<file path="src/rtl/timer_debounce.sv">
// -----------------------------------------------------------------------------
// timer_debounce
//
// Push-button debouncer wrapped around the board's one-shot timer. The raw
// button level is synchronised, and a change is only committed to level_out
// after STABLE_TICKS consecutive timer periods in which the synchronised level
// never disagreed with the candidate level. Each timer period is started with
// a one-cycle start_out pulse; the timer answers with a one-cycle tick_in.
//
// Handshake (start_out / tick_in): start_out is a one-cycle request that the
// timer always accepts, because ARM is only entered from IDLE or on the cycle
// after a tick, when the timer is known to be idle. tick_in is a one-cycle
// expiry pulse and is acted on only while waiting; anywhere else it is ignored.
//
// Optional feature (macro TIMER_DEBOUNCE_WDOG_EN): a WDOG_WIDTH-bit watchdog
// counts WAIT cycles without a tick. When it reaches all-ones the FSM gives
// up (back to IDLE, no commit) and wdog_err_out latches high until reset.
// Without the macro there is no watchdog and wdog_err_out is tied low.
//
// Ports:
//   clock_in      in   system clock, rising edge
//   reset_in      in   asynchronous active-low reset
//   button_in     in   raw asynchronous button level
//   tick_in       in   timer expiry pulse (one cycle)
//   start_out     out  timer start request (one cycle)
//   level_out     out  debounced button level
//   press_out     out  one-cycle pulse on committed 0->1
//   release_out   out  one-cycle pulse on committed 1->0
//   wdog_err_out  out  sticky watchdog error (0 without the feature)
//   state_dbg_out out  FSM state (IDLE=0, ARM=1, WAIT=2) for checkers
// -----------------------------------------------------------------------------
module timer_debounce #(
  parameter int SYNC_STAGES  = 2,
  parameter int STABLE_TICKS = 4,
  parameter int TICK_WIDTH   = 3,
  parameter int WDOG_WIDTH   = 16
) (
  input  logic       clock_in,
  input  logic       reset_in,
  input  logic       button_in,
  input  logic       tick_in,
  output logic       start_out,
  output logic       level_out,
  output logic       press_out,
  output logic       release_out,
  output logic       wdog_err_out,
  output logic [1:0] state_dbg_out
);

  localparam logic [1:0] ST_IDLE = 2'd0;
  localparam logic [1:0] ST_ARM  = 2'd1;
  localparam logic [1:0] ST_WAIT = 2'd2;

  // Tick count value reached once STABLE_TICKS-1 clean periods are done;
  // the next clean tick commits.
  localparam logic [TICK_WIDTH-1:0] LAST_TICK = TICK_WIDTH'(STABLE_TICKS - 1);

  // Configurations outside the supported range show up as this named block
  // in the elaborated hierarchy.
  generate
    if (SYNC_STAGES < 2 || STABLE_TICKS < 1 ||
        STABLE_TICKS > (2 ** TICK_WIDTH - 1) || WDOG_WIDTH < 2) begin : g_illegal_params
    end
  endgenerate

  // ---------------------------------------------------------------------------
  // Synchroniser
  // ---------------------------------------------------------------------------
  logic [SYNC_STAGES-1:0] sync_q;
  logic                   sync_w;

  always_ff @(posedge clock_in or negedge reset_in) begin
    if (!reset_in) begin
      sync_q <= '0;
    end else begin
      sync_q <= {sync_q[SYNC_STAGES-2:0], button_in};
    end
  end

  assign sync_w = sync_q[SYNC_STAGES-1];

  // ---------------------------------------------------------------------------
  // Debounce FSM
  // ---------------------------------------------------------------------------
  logic [1:0]            state_q, state_d;
  logic                  cand_q, cand_d;
  logic                  dirty_q, dirty_d;
  logic [TICK_WIDTH-1:0] count_q, count_d;
  logic                  level_q, level_d;
  logic                  press_q, press_d;
  logic                  release_q, release_d;
  logic                  dirty_now;

`ifdef TIMER_DEBOUNCE_WDOG_EN
  logic [WDOG_WIDTH-1:0] wdog_q, wdog_d;
  logic [WDOG_WIDTH-1:0] wdog_inc;
  logic                  wdog_err_q, wdog_err_d;

  assign wdog_inc = wdog_q + 1'b1;
`endif

  always_comb begin
    state_d   = state_q;
    cand_d    = cand_q;
    dirty_d   = dirty_q;
    count_d   = count_q;
    level_d   = level_q;
    press_d   = 1'b0;
    release_d = 1'b0;
`ifdef TIMER_DEBOUNCE_WDOG_EN
    wdog_d     = wdog_q;
    wdog_err_d = wdog_err_q;
`endif
    // The tick decision must see the sample taken in the tick cycle itself.
    dirty_now = dirty_q | (sync_w != cand_q);

    case (state_q)
      ST_IDLE: begin
        if (sync_w != level_q) begin
          cand_d  = sync_w;
          count_d = '0;
          dirty_d = 1'b0;
          state_d = ST_ARM;
        end
      end

      ST_ARM: begin
        state_d = ST_WAIT;
`ifdef TIMER_DEBOUNCE_WDOG_EN
        wdog_d  = '0;
`endif
      end

      ST_WAIT: begin
        dirty_d = dirty_now;
        if (tick_in) begin
          if (dirty_now && (sync_w == level_q)) begin
            // Bounce settled back on the committed level: nothing to commit.
            dirty_d = 1'b0;
            state_d = ST_IDLE;
          end else if (dirty_now) begin
            // Bounce settled on the new level: restart the stability run.
            cand_d  = sync_w;
            count_d = '0;
            dirty_d = 1'b0;
            state_d = ST_ARM;
          end else if (count_q != LAST_TICK) begin
            count_d = count_q + 1'b1;
            state_d = ST_ARM;
          end else begin
            level_d   = cand_q;
            press_d   = cand_q;
            release_d = ~cand_q;
            state_d   = ST_IDLE;
          end
        end
`ifdef TIMER_DEBOUNCE_WDOG_EN
        else begin
          wdog_d = wdog_inc;
          if (wdog_inc == '1) begin
            wdog_err_d = 1'b1;
            state_d    = ST_IDLE;
          end
        end
`endif
      end

      default: begin
        state_d = ST_IDLE;
      end
    endcase
  end

  always_ff @(posedge clock_in or negedge reset_in) begin
    if (!reset_in) begin
      state_q   <= ST_IDLE;
      cand_q    <= 1'b0;
      dirty_q   <= 1'b0;
      count_q   <= '0;
      level_q   <= 1'b0;
      press_q   <= 1'b0;
      release_q <= 1'b0;
    end else begin
      state_q   <= state_d;
      cand_q    <= cand_d;
      dirty_q   <= dirty_d;
      count_q   <= count_d;
      level_q   <= level_d;
      press_q   <= press_d;
      release_q <= release_d;
    end
  end

`ifdef TIMER_DEBOUNCE_WDOG_EN
  always_ff @(posedge clock_in or negedge reset_in) begin
    if (!reset_in) begin
      wdog_q     <= '0;
      wdog_err_q <= 1'b0;
    end else begin
      wdog_q     <= wdog_d;
      wdog_err_q <= wdog_err_d;
    end
  end

  assign wdog_err_out = wdog_err_q;
`else
  assign wdog_err_out = 1'b0;
`endif

  assign start_out     = (state_q == ST_ARM);
  assign level_out     = level_q;
  assign press_out     = press_q;
  assign release_out   = release_q;
  assign state_dbg_out = state_q;

endmodule
</file>
<file path="config.mk">
export PLATFORM = sky130hd
export DESIGN_NAME = timer_debounce
export DESIGN_NICKNAME = d
export VERILOG_FILES = /design/src/rtl/timer_debounce.sv
export SDC_FILE = /design/constraint.sdc
export NUM_CORES = 1
export LEC_CHECK = 0
export CAP_MARGIN = 20
export CORE_AREA = 2 2 39 41
export DETAILED_ROUTE_END_ITERATION = 8
export DIE_AREA = 0 0 41 43
export PLACE_DENSITY = 0.78
export SYNTH_ARGS = -nofsm -noshare
export SYNTH_HDL_FRONTEND = slang
export SYNTH_SLANG_ARGS = --single-unit
</file>
<file path="constraint.sdc">
create_clock -name clock_in -period 1.7 [get_ports clock_in]
set_input_delay 0.51 -clock clock_in [delete_from_list [all_inputs] [get_ports clock_in]]
set_output_delay 0.51 -clock clock_in [all_outputs]
set_load 0.1 [all_outputs]
</file>
# --- Word-level counts from Yosys, hierarchy flattened ---
# Cells that the tools add are included.
word_totals:
  ff_bits: 12
  latchBits: 0
  ram_bits: 0
  romBits: 0
  input_bits: 4
  output_inout_bits: 7
  mem_count: 0
op_classes:
  addsub: 1
  multipliers: 0
  div_mod_pow: 0
  magnitude_cmp: 0
  eq_ne: 11
  n_shift: 0
  mux: 30
  n_bitwise: 5
  reduce_logical: 8
op_table:
  columns: ["cell", "count"]
  rows:
  - ["1-bit 2-to-1 mux", 19]
  - ["3-bit 2-to-1 mux", 5]
  - ["5-bit AND reduction", 3]
  - ["2-bit inequality test, second input constant", 4]
  - ["2-bit one-hot mux with 3 select lines", 1]
  - ["3-bit one-hot mux with 2 select lines", 1]
  - ["2-bit 2-to-1 mux", 2]
  - ["1-bit inverter", 4]
  - ["1-bit one-hot mux with 2 select lines", 2]
  - ["2-bit AND reduction", 2]
  - ["3-bit by 1-bit adder with 3-bit output, second input constant", 1]
  - ["3-bit by 2-bit inequality test with 1-bit output, second input constant", 1]
  - ["3-bit inequality test, second input constant", 1]
  - ["2-bit by 1-bit equality test with 1-bit output, second input constant", 1]
  - ["2-bit equality test, second input constant", 1]
  - ["2-bit logical NOT", 1]
  - ["1-bit inequality test", 2]
  - ["2-bit nonzero test", 1]
  - ["1-bit equality test", 1]
  - ["1-bit logical AND", 1]
  - ["1-bit OR", 1]

# --- Logic depth before layout (Yosys ltp) ---
# Gate-level depths: netlist of the first run.
depth:
  ltp_word: 6
  depth_mapped: 5
  depth_no_buf: 5

# --- Worst setup path before layout of the first run ---
# No wires, ideal clock.
synth_path:
  path_kind: "register to output"
  startpoint: "register state_q[0] (netlist: state_dbg_out[0])"
  endpoint: "output port start_out"
  arrival_ns: 2.409
  t_required_ns: 1.190
  path_slack_ns: -1.219
  path_stages_with_launch: 2
  n_path_buf: 0
  cell_sequence: "dfrtp_1 > nor2b_1"
synth_via:
  elab_chain_cells: 1
synth_rtl:
  columns: ["item", "line", "source"]
  rows:
  - ["from (decl)", "85", "logic [1:0] state_q, state_d;"]
  - ["from (signal assigned)", "184", "state_q <= state_d;"]
  - ["2-bit by 1-bit equality test with 1-bit output", "210", "assign start_out = (state_q == ST_ARM);"]
  - ["to (decl)", "42", "output logic start_out,"]
# No other way between the ends.

# --- Worst setup path in the final report of the first run ---
layout_path:
  startpoint: "register state_q[1] (netlist: state_dbg_out[1])"
  endpoint: "output port start_out"
# Same word-level chain as after synthesis.

==> metrics list, run 1 <==
- The run finished with clean final reports.
- Antenna diode count: 0
- Post-CTS timing repair inserted 0 buffers for setup.
* Overall via count from detail_route: just under 400
* Post-cts hold buffer count: 0
* Worst stage delay on the critical path: between 0.5 and 0.6 ns
- In the detailed route, the total length drawn on met2 is around 530 um.
* Largest fanout on the critical path: 6
* Number of buffers added on ports: 9
- After detailed routing, the wire length on met1 is around 470 um.
- Entering global routing, the biggest net connects 8 pins.
* Post-cts repair resize count: 0
* TritonCTS buffer count: 3
- 11 I/O pins were placed.
* Number of max-slew violations in the final report: 0
- Clock transition at the registers of the reported paths: 0.07 ns
* Max Cap Viol: 0
* Number of standard-cell rows in the floorplan: 14
- Type of the setup path with the least slack: reg2out
* Remaining antenna violation count: 0
* Dominant cell by count in the synthesized netlist: sky130_fd_sc_hd__dfrtp_1
* Most used standard cells in the synthesized netlist: sky130_fd_sc_hd__dfrtp_1, sky130_fd_sc_hd__inv_1, sky130_fd_sc_hd__a21oi_1, sky130_fd_sc_hd__o21ai_0
* Initial DRC count: 2
- Final setup slack of the worst path: approximately 0.057 ns
- Setup repair after global routing left no endpoint under its margin.
* Routability congestion estimate from global placement: ~0.84
* Synthesized netlist cell count: 49
- Derived from the worst setup path, the maximum achievable clock frequency is 0.609 GHz.
- Between clock sinks in the finished design, the worst skew comes to 0.00806 ns.
- Count of fill cells added during filler insertion: 105
- Average wire per standard cell: 13.4 um
- Of all flip-flops after synthesis, the portion carrying an async set or reset was 100%.
- Biggest area consumer among synthesized cells: sky130_fd_sc_hd__dfrtp_1
- Simple-gate share of the synthesized area: ~16%
* Leakage: roughly 0.00036 uW
- Fraction of the mapped netlist area in adder cells: 4.42%
* HPWL reported at the end of detailed placement: 782 um
- Critical path buffer and inverter count: 1
- Synth Warn #: 0
- The worst setup path is launched from a register.
- Via count of the first global-routing pass: 394
- In the final layout, flip-flops and latches occupy 309 um2.
* DRC Markers: 0
- Summing the areas of all xor and xnor instances in the mapped netlist gives around 6% of the synthesized area.
- Clock tree from TritonCTS: done
* Worst endpoint required time: 1.19 ns
* Number of synthesized register bits: 12
- Die footprint: roughly 1800 um2
* Pwr per Cell Area: 1530 nW/um2
- In this run the horizontal extent of the chip is 41 um.
- Across the VDD grid, the largest voltage drop is between 800 and 900 uV.
- In this run, placement finished with an instance count of 75.
* Layout net count: 70
- Sink count of the clock tree: 12
- Prior to clock tree synthesis, the placed netlist has a worst setup slack of -0.195 ns.
* Worst setup EP type: output pin
* Setup Viol. Count Final: 0
* Maximum number of buffers from clock root to sink: 2
* Proportion of layout cells with a drive suffix above 1: 36.5%
- The final hold violation count is 0.
- After global routing the overflow that remains totals 0.
- Final cell count without fillers: 79
- Wire segments on met3 add up to 31 um in the final route.
* Initial antenna violation count: 0
- The signal on the critical path passes through nor2b_4 -> buf_12.
* Number of levels the H-tree was split into: 1
- For this run, the detailed router's first-pass iteration total came to 2.
- Routed wire length: between 1000 and 1500 um
- By area the synthesized netlist is led by sky130_fd_sc_hd__dfrtp_1, sky130_fd_sc_hd__ha_1, sky130_fd_sc_hd__nor4b_4.
- CTS Root Cell: sky130_fd_sc_hd__clkbuf_4
* Post-Syn Nets: 55
- Floorplan die height: ~43 um
- Mux cell area share after synthesis: 0%
* Dominant register cell in the synthesized netlist: sky130_fd_sc_hd__dfrtp_1
- In the global route stage, overall resource usage came out at between 10% and 20%.
* Initial standard-cell utilization of the core: between 40% and 50%
- After floorplanning, the core was sized to cover 1380 um2.
* Synthesized area per cell: 11.5 um2
* Multi-input logic area: ~250 um2
- Area Growth Syn to Fin: 40.7%
* Sequential share of the synthesized area: 53.1%
- Summing the areas of all compound-gate instances in the mapped netlist gives 15.0% of the synthesized area.
- Critical Path AT: ~1.1 ns
* Highest signal layer in the routed design: met4
- The first global-routing pass estimated ~1800 um of wire.
- The top cell type by area accounts for a little over half of the synthesized area.
- Worst hold path type: reg2reg
* Final Critical Period: ~1.6 ns
- Summing every instance area after synthesis gives 566 um2.
* Cell with the biggest individual delay on the critical path: sky130_fd_sc_hd__dfrtp_4
- Main combinational cell family by area after synthesis: simple AND/OR/NAND/NOR gates
- The synthesized netlist contains 25 unique library cells.
- For the worst-skew pair, the clock arrives at the later sink with an insertion delay of between 0.2 and 0.3 ns.
* Via density per instance: 4.94
- Kind of cell adding the most delay to the critical path: flip-flops
- Post-route clock period utilization: 96.6%
* Number of enable-type register cells in the synthesized netlist: 0
* Finished Core Util: ~58%
==> cell families (layout without fill, tap and decap cells) <==
logic type                 after synthesis  count (layout)
AOI/OAI and AO/OA                       13              13
adders and majority gates                2               2
buffers and inverters                    6              20
and+or+nand+nor                         12              12
other                                    1               1
DFF                                     12              12
xor gates and xnor gates                 3               3
==> where the power goes <==
part           total [uW]  switching [uW]  internal (uW)
sequential            422            76.3            346
combinational         566             351            215
clock                 231             101            130
==> final cells by class <==
type	instances	share of cell area, %
clock buffers	4	4.56
flip-flops and latches	12	38.8
inverters	5	2.36
multi-input cells	31	31.0
repair buffers	11	20.8
well taps	16	2.52
==> metrics by stage <==
stage,hold WS [ns],area [um2],total power (uW),setup TNS (ns)
after detailed placement,0.340,759,993,-0.497
after CTS,0.364,796,1230,0
after floorplan,0.214,582,794,-0.0228
after global placement,0.341,759,982,-0.423
after global routing,0.371,796,1280,0
final,0.361,796,1220,0
==> sequential cells by signal, indices dropped and copies added, names as in the netlist <==
register,flops
sync_q,2
count_q,3
state_dbg_out,2
level_out,1
cand_q,1
dirty_q,1
release_out,1
press_out,1
==> cell usage in the layout (no fill, tap or decap) <==
| cell type | netlist | routed |
|---|---|---|
| sky130_fd_sc_hd__o21ai_0 | 3 | 3 |
| sky130_fd_sc_hd__a21oi_1 | 4 | 4 |
| sky130_fd_sc_hd__xnor2_1 | 1 | 1 |
| sky130_fd_sc_hd__nor2_1 | 2 | 2 |
| sky130_fd_sc_hd__o2bb2ai_1 | 2 | 2 |
| sky130_fd_sc_hd__buf_4 | 1 | 2 |
| sky130_fd_sc_hd__o31ai_1 | 1 | 1 |
| sky130_fd_sc_hd__clkbuf_8 | 0 | 1 |
| sky130_fd_sc_hd__dfrtp_1 | 12 | 9 |
| sky130_fd_sc_hd__or3_4 | 1 | 1 |
| sky130_fd_sc_hd__nand2_1 | 2 | 2 |
| sky130_fd_sc_hd__dfrtp_2 | 0 | 1 |
| sky130_fd_sc_hd__dfrtp_4 | 0 | 2 |
| sky130_fd_sc_hd__o31a_1 | 1 | 1 |
| sky130_fd_sc_hd__nor3_1 | 1 | 1 |
| sky130_fd_sc_hd__nor2b_4 | 0 | 1 |
| sky130_fd_sc_hd__conb_1 | 1 | 1 |
| sky130_fd_sc_hd__ha_1 | 2 | 2 |
| sky130_fd_sc_hd__clkbuf_4 | 0 | 3 |
| sky130_fd_sc_hd__or2b_2 | 1 | 1 |
| sky130_fd_sc_hd__inv_1 | 5 | 5 |
| sky130_fd_sc_hd__nand3b_1 | 1 | 1 |
| sky130_fd_sc_hd__or2_2 | 1 | 1 |
| sky130_fd_sc_hd__clkdlybuf4s50_1 | 0 | 3 |
| sky130_fd_sc_hd__buf_12 | 0 | 6 |
| sky130_fd_sc_hd__and3_2 | 1 | 1 |
| sky130_fd_sc_hd__a21o_2 | 1 | 1 |
| sky130_fd_sc_hd__a21o_1 | 1 | 1 |
| sky130_fd_sc_hd__xor2_2 | 1 | 1 |
| sky130_fd_sc_hd__nor4b_4 | 1 | 1 |
| sky130_fd_sc_hd__xor2_1 | 1 | 1 |
==> per-layer routing <==
layer | up-vias | global-route usage [%]
met4 | 0 | 10.0
met5 | - | 0
met1 | 179 | 21.6
met3 | 5 | 6.28
li1 | 197 | -
met2 | 9 | 22.8
==> path summary, 6_finish.rpt <==
kind                                         startpoint                            to  slack (ns)  depth (start not counted)
min                                 sync_q[0]$_DFF_PN0_           sync_q[1]$_DFF_PN0_        0.36                          0
max in group asynchronous                      reset_in         level_out$_DFFE_PN0P_        0.86                          2
max reg2reg                      count_q[0]$_DFFE_PN0P_        count_q[1]$_DFFE_PN0P_        0.11                          5
min in group asynchronous                      reset_in  state_dbg_out[0]$_DFFE_PN0P_        0.45                          1
min reg2reg                         sync_q[0]$_DFF_PN0_           sync_q[1]$_DFF_PN0_        0.36                          0
max                        state_dbg_out[1]$_DFFE_PN0P_                     start_out        0.06                          2
==> worst reg2reg max path, cell delays in order (launching register included) <==
cell	delay, ns
sky130_fd_sc_hd__dfrtp_1	0.40
sky130_fd_sc_hd__ha_1	0.21
sky130_fd_sc_hd__ha_1	0.19
sky130_fd_sc_hd__nor4b_4	0.15
sky130_fd_sc_hd__or3_4	0.41
sky130_fd_sc_hd__o2bb2ai_1	0.13
No activity file was read; power rests on OpenSTA's default activity.
==> run 2, diff against run 1 <==
Settings changed: CORE_AREA 2 2 39 41 to unset, CORE_MARGIN set to 2, CORE_UTILIZATION set to 38, DIE_AREA 0 0 41 43 to unset, PLACE_DENSITY 0.78 to 0.72.
==> run 2 against run 1 <==
Against the previous run: final cell count up 1.3%; global-route usage fell by 2.8 points; non-clock buffer count grew 2; combinational power rose by 5.3%; first-iteration DRC count is the same; critical path type unchanged; critical endpoint unchanged; setup slack better by 0.0030 ns; clock power is 22% lower; final area grew 0.47%; power decreased by 1.9%; critical path depth did not move.
==> metrics list, run 2 (synthesis results as in run 1) <==
* Result of the run: completed
- The worst hold path belongs to the class reg2reg.
- Cell internal power was estimated by the tool at approximately 680 uW.
- HPWL reported at the end of detailed placement: between 800 and 900 um
* Finished Core Util: 59.2%
* Number of buffers added for setup after CTS: 0
- The worst register-to-register path begins at count_q[0]$_DFFE_PN0P_.
- Number of standard-cell rows in the floorplan: 13
* Routability congestion estimate from global placement: around 0.86
- Across every metal layer, demand over resource in global routing totals between 10% and 20%.
- After clock tree synthesis, the clock-pin slew on the worst setup and hold paths is approximately 0.08 ns.
- Overflow left after global routing: 0
- Initial standard-cell utilization of the core: 41.9%
* Via density per instance: 5.04
* Initial DRC count: 2
- STA classifies the critical path startpoint as a register.
- Power share of the sequential group: around a third
- CTS built an H-tree with a depth of 1.
- Area Growth Syn to Fin: 41.4%
- Average wire per standard cell: between 10 and 15 um
* Die footprint: between 1500 and 2000 um2
- Sink count of the clock tree: 12
- Count of endpoints failing hold in the final timing report: 0
- After detailed routing, the number of remaining DRC violations is 0.
* Final Critical Period: about 1.6 ns
- Max Cap Viol: 0
- At the later pin of the worst-skew pair, clock insertion delay measures roughly 0.27 ns.
- count_q holds more flip-flops than any other register.
* Number of max-slew violations in the final report: 0
* Commonest non-fill, non-tap cells in the layout: sky130_fd_sc_hd__dfrtp_1, sky130_fd_sc_hd__buf_12, sky130_fd_sc_hd__inv_1, sky130_fd_sc_hd__a21oi_1, sky130_fd_sc_hd__buf_4
- The library cell used most frequently in the layout, excluding fill and tap cells, is sky130_fd_sc_hd__dfrtp_1.
* Pwr per Cell Area: about 1500 nW/um2
- The first global-routing pass estimated 1810 um of wire.
- Finished layout cell area: approximately 800 um2
- TritonCTS built the clock tree.
- The analysis attributes to net switching a power of approximately 520 uW.
- Summed over all cells, the static leakage comes to approximately 0.00036 uW.
* Wire length on met3: 51 um
- Entering global routing, the biggest net connects 8 pins.
- Summing internal, switching and leakage power gives between 1000 and 1500 uW.
- Highest signal layer in the routed design: met3
- Met1 wire length: between 400 and 500 um
- Clock skew after layout: about 0.0093 ns
- Along the worst path, the maximum fanout reaches 6.
- Post-route clock period utilization: between 90% and 100%
* Combinational cell fraction of total power: about 50%
- Floorplan die height: 42.6 um
* Initial DRT Pass Iterations: 2
- Total instance count after detailed placement: 76
- The clock passes through at most 2 buffers.
- Summed over all nets, wire length on met2 after detailed routing comes to 529 um.
* Hold Path End: sync_q[1]$_DFF_PN0_
* Dpl cell area: approximately 770 um2
- Pin placement for this block handled 11 I/O pins.
- The region available for standard cell placement spans approximately 1400 um2.
- Setup violations remaining at the end of the flow were counted as 0.
* Capture instance of the worst register-to-register path: count_q[1]$_DFFE_PN0P_
* Post-cts hold buffer count: 0
- Per report_power, the clock group accounts for around 15% of the total.
- CTS Root Cell: sky130_fd_sc_hd__clkbuf_4
- For the worst setup path, the data arrival time is approximately 1.1 ns.
- The routed design has between 1000 and 1500 um of wire.
* Flip-flop count of the largest register after layout: 3
- The worst register-to-register path has a depth of 5.
- Overall via count from detail_route: a little over 400
- The number of clock buffers added by TritonCTS is 3.
- Layout net count: 72
* Count of fill cells added during filler insertion: 112
- The repair_antennas step left the layout with diodes totalling 0.
* Achievable Freq: between 0.6 and 0.7 GHz
- The post-route netlist has 36.9% of its cells at a drive strength greater than 1.
* Worst setup EP type: output pin
- The worst-case IR drop observed on VDD is 880 uV.
- Number of buffers added on ports: 9
- After routing, the total negative slack on setup checks comes to 0 ns.
- Worst setup slack for register-to-register paths: 0.09 ns
- Measured along the x axis, the die boundary spans between 40 and 50 um.
* Final cell count without fillers: 80
- Worst endpoint required time: about 1.2 ns
- Setup repair after global routing left no endpoint under its margin.
- The worst hold path begins at sync_q[0]$_DFF_PN0_.
- Initial antenna violation count: 0
* Type of the setup path with the least slack: reg2out
* Min-Delay Path Depth: 0
* Remaining antenna violation count: 0
- Post-cts repair resize count: 0
- Switching power share of the total: a little over two fifths
- Via count of the first global-routing pass: around 420
==> run 2: per-layer routing <==
metal,up-vias,global-route usage (%)
met3,0,5.60
met5,-,0
li1,201,-
met1,190,16.5
met2,12,23.1
met4,0,3.75
==> run 2: per-stage QoR <==
| step | hold WS, ns | worst slack (ns) |
|---|---|---|
| 3_5_place_dp | 0.352 | -0.185 |
| 3_3_place_gp | 0.348 | -0.185 |
| 2_1_floorplan | 0.214 | -0.0228 |
| 4_1_cts | 0.369 | 0.0515 |
| 5_1_grt | 0.372 | 0.0132 |
| 6_report | 0.363 | 0.0602 |
==> run 2: layout make-up <==
type	instances	area [um2]	share of cell area [%]
multi-input cells	31	246	30.8
well taps	15	18.8	2.35
inverters	5	18.8	2.35
repair buffers	13	180	22.5
clock buffers	4	26.3	3.29
flip-flops and latches	12	309	38.7
==> run 2: worst max-delay path by stage <==
stage,startpoint,end
5_1_grt,state_dbg_out[1]$_DFFE_PN0P_,start_out
2_1_floorplan,state_dbg_out[0]$_DFFE_PN0P_,start_out
3_5_place_dp,tick_in,count_q[1]$_DFFE_PN0P_
6_report,state_dbg_out[1]$_DFFE_PN0P_,start_out
4_1_cts,state_dbg_out[1]$_DFFE_PN0P_,start_out
3_3_place_gp,tick_in,count_q[1]$_DFFE_PN0P_
==> run 2: power groups by stage <==
stage,sequential (uW),clock (uW),combinational (uW)
detailed placement,425,0,598
floorplan,561,0,234
global route,429,200,629
finish,420,180,596
global placement,422,0,591
CTS,420,188,599
==> run 2: critical path: stages (launching register included) <==
cell and delay (ns):
sky130_fd_sc_hd__dfrtp_4 0.53, sky130_fd_sc_hd__nor2b_4 0.15, sky130_fd_sc_hd__buf_12 0.18
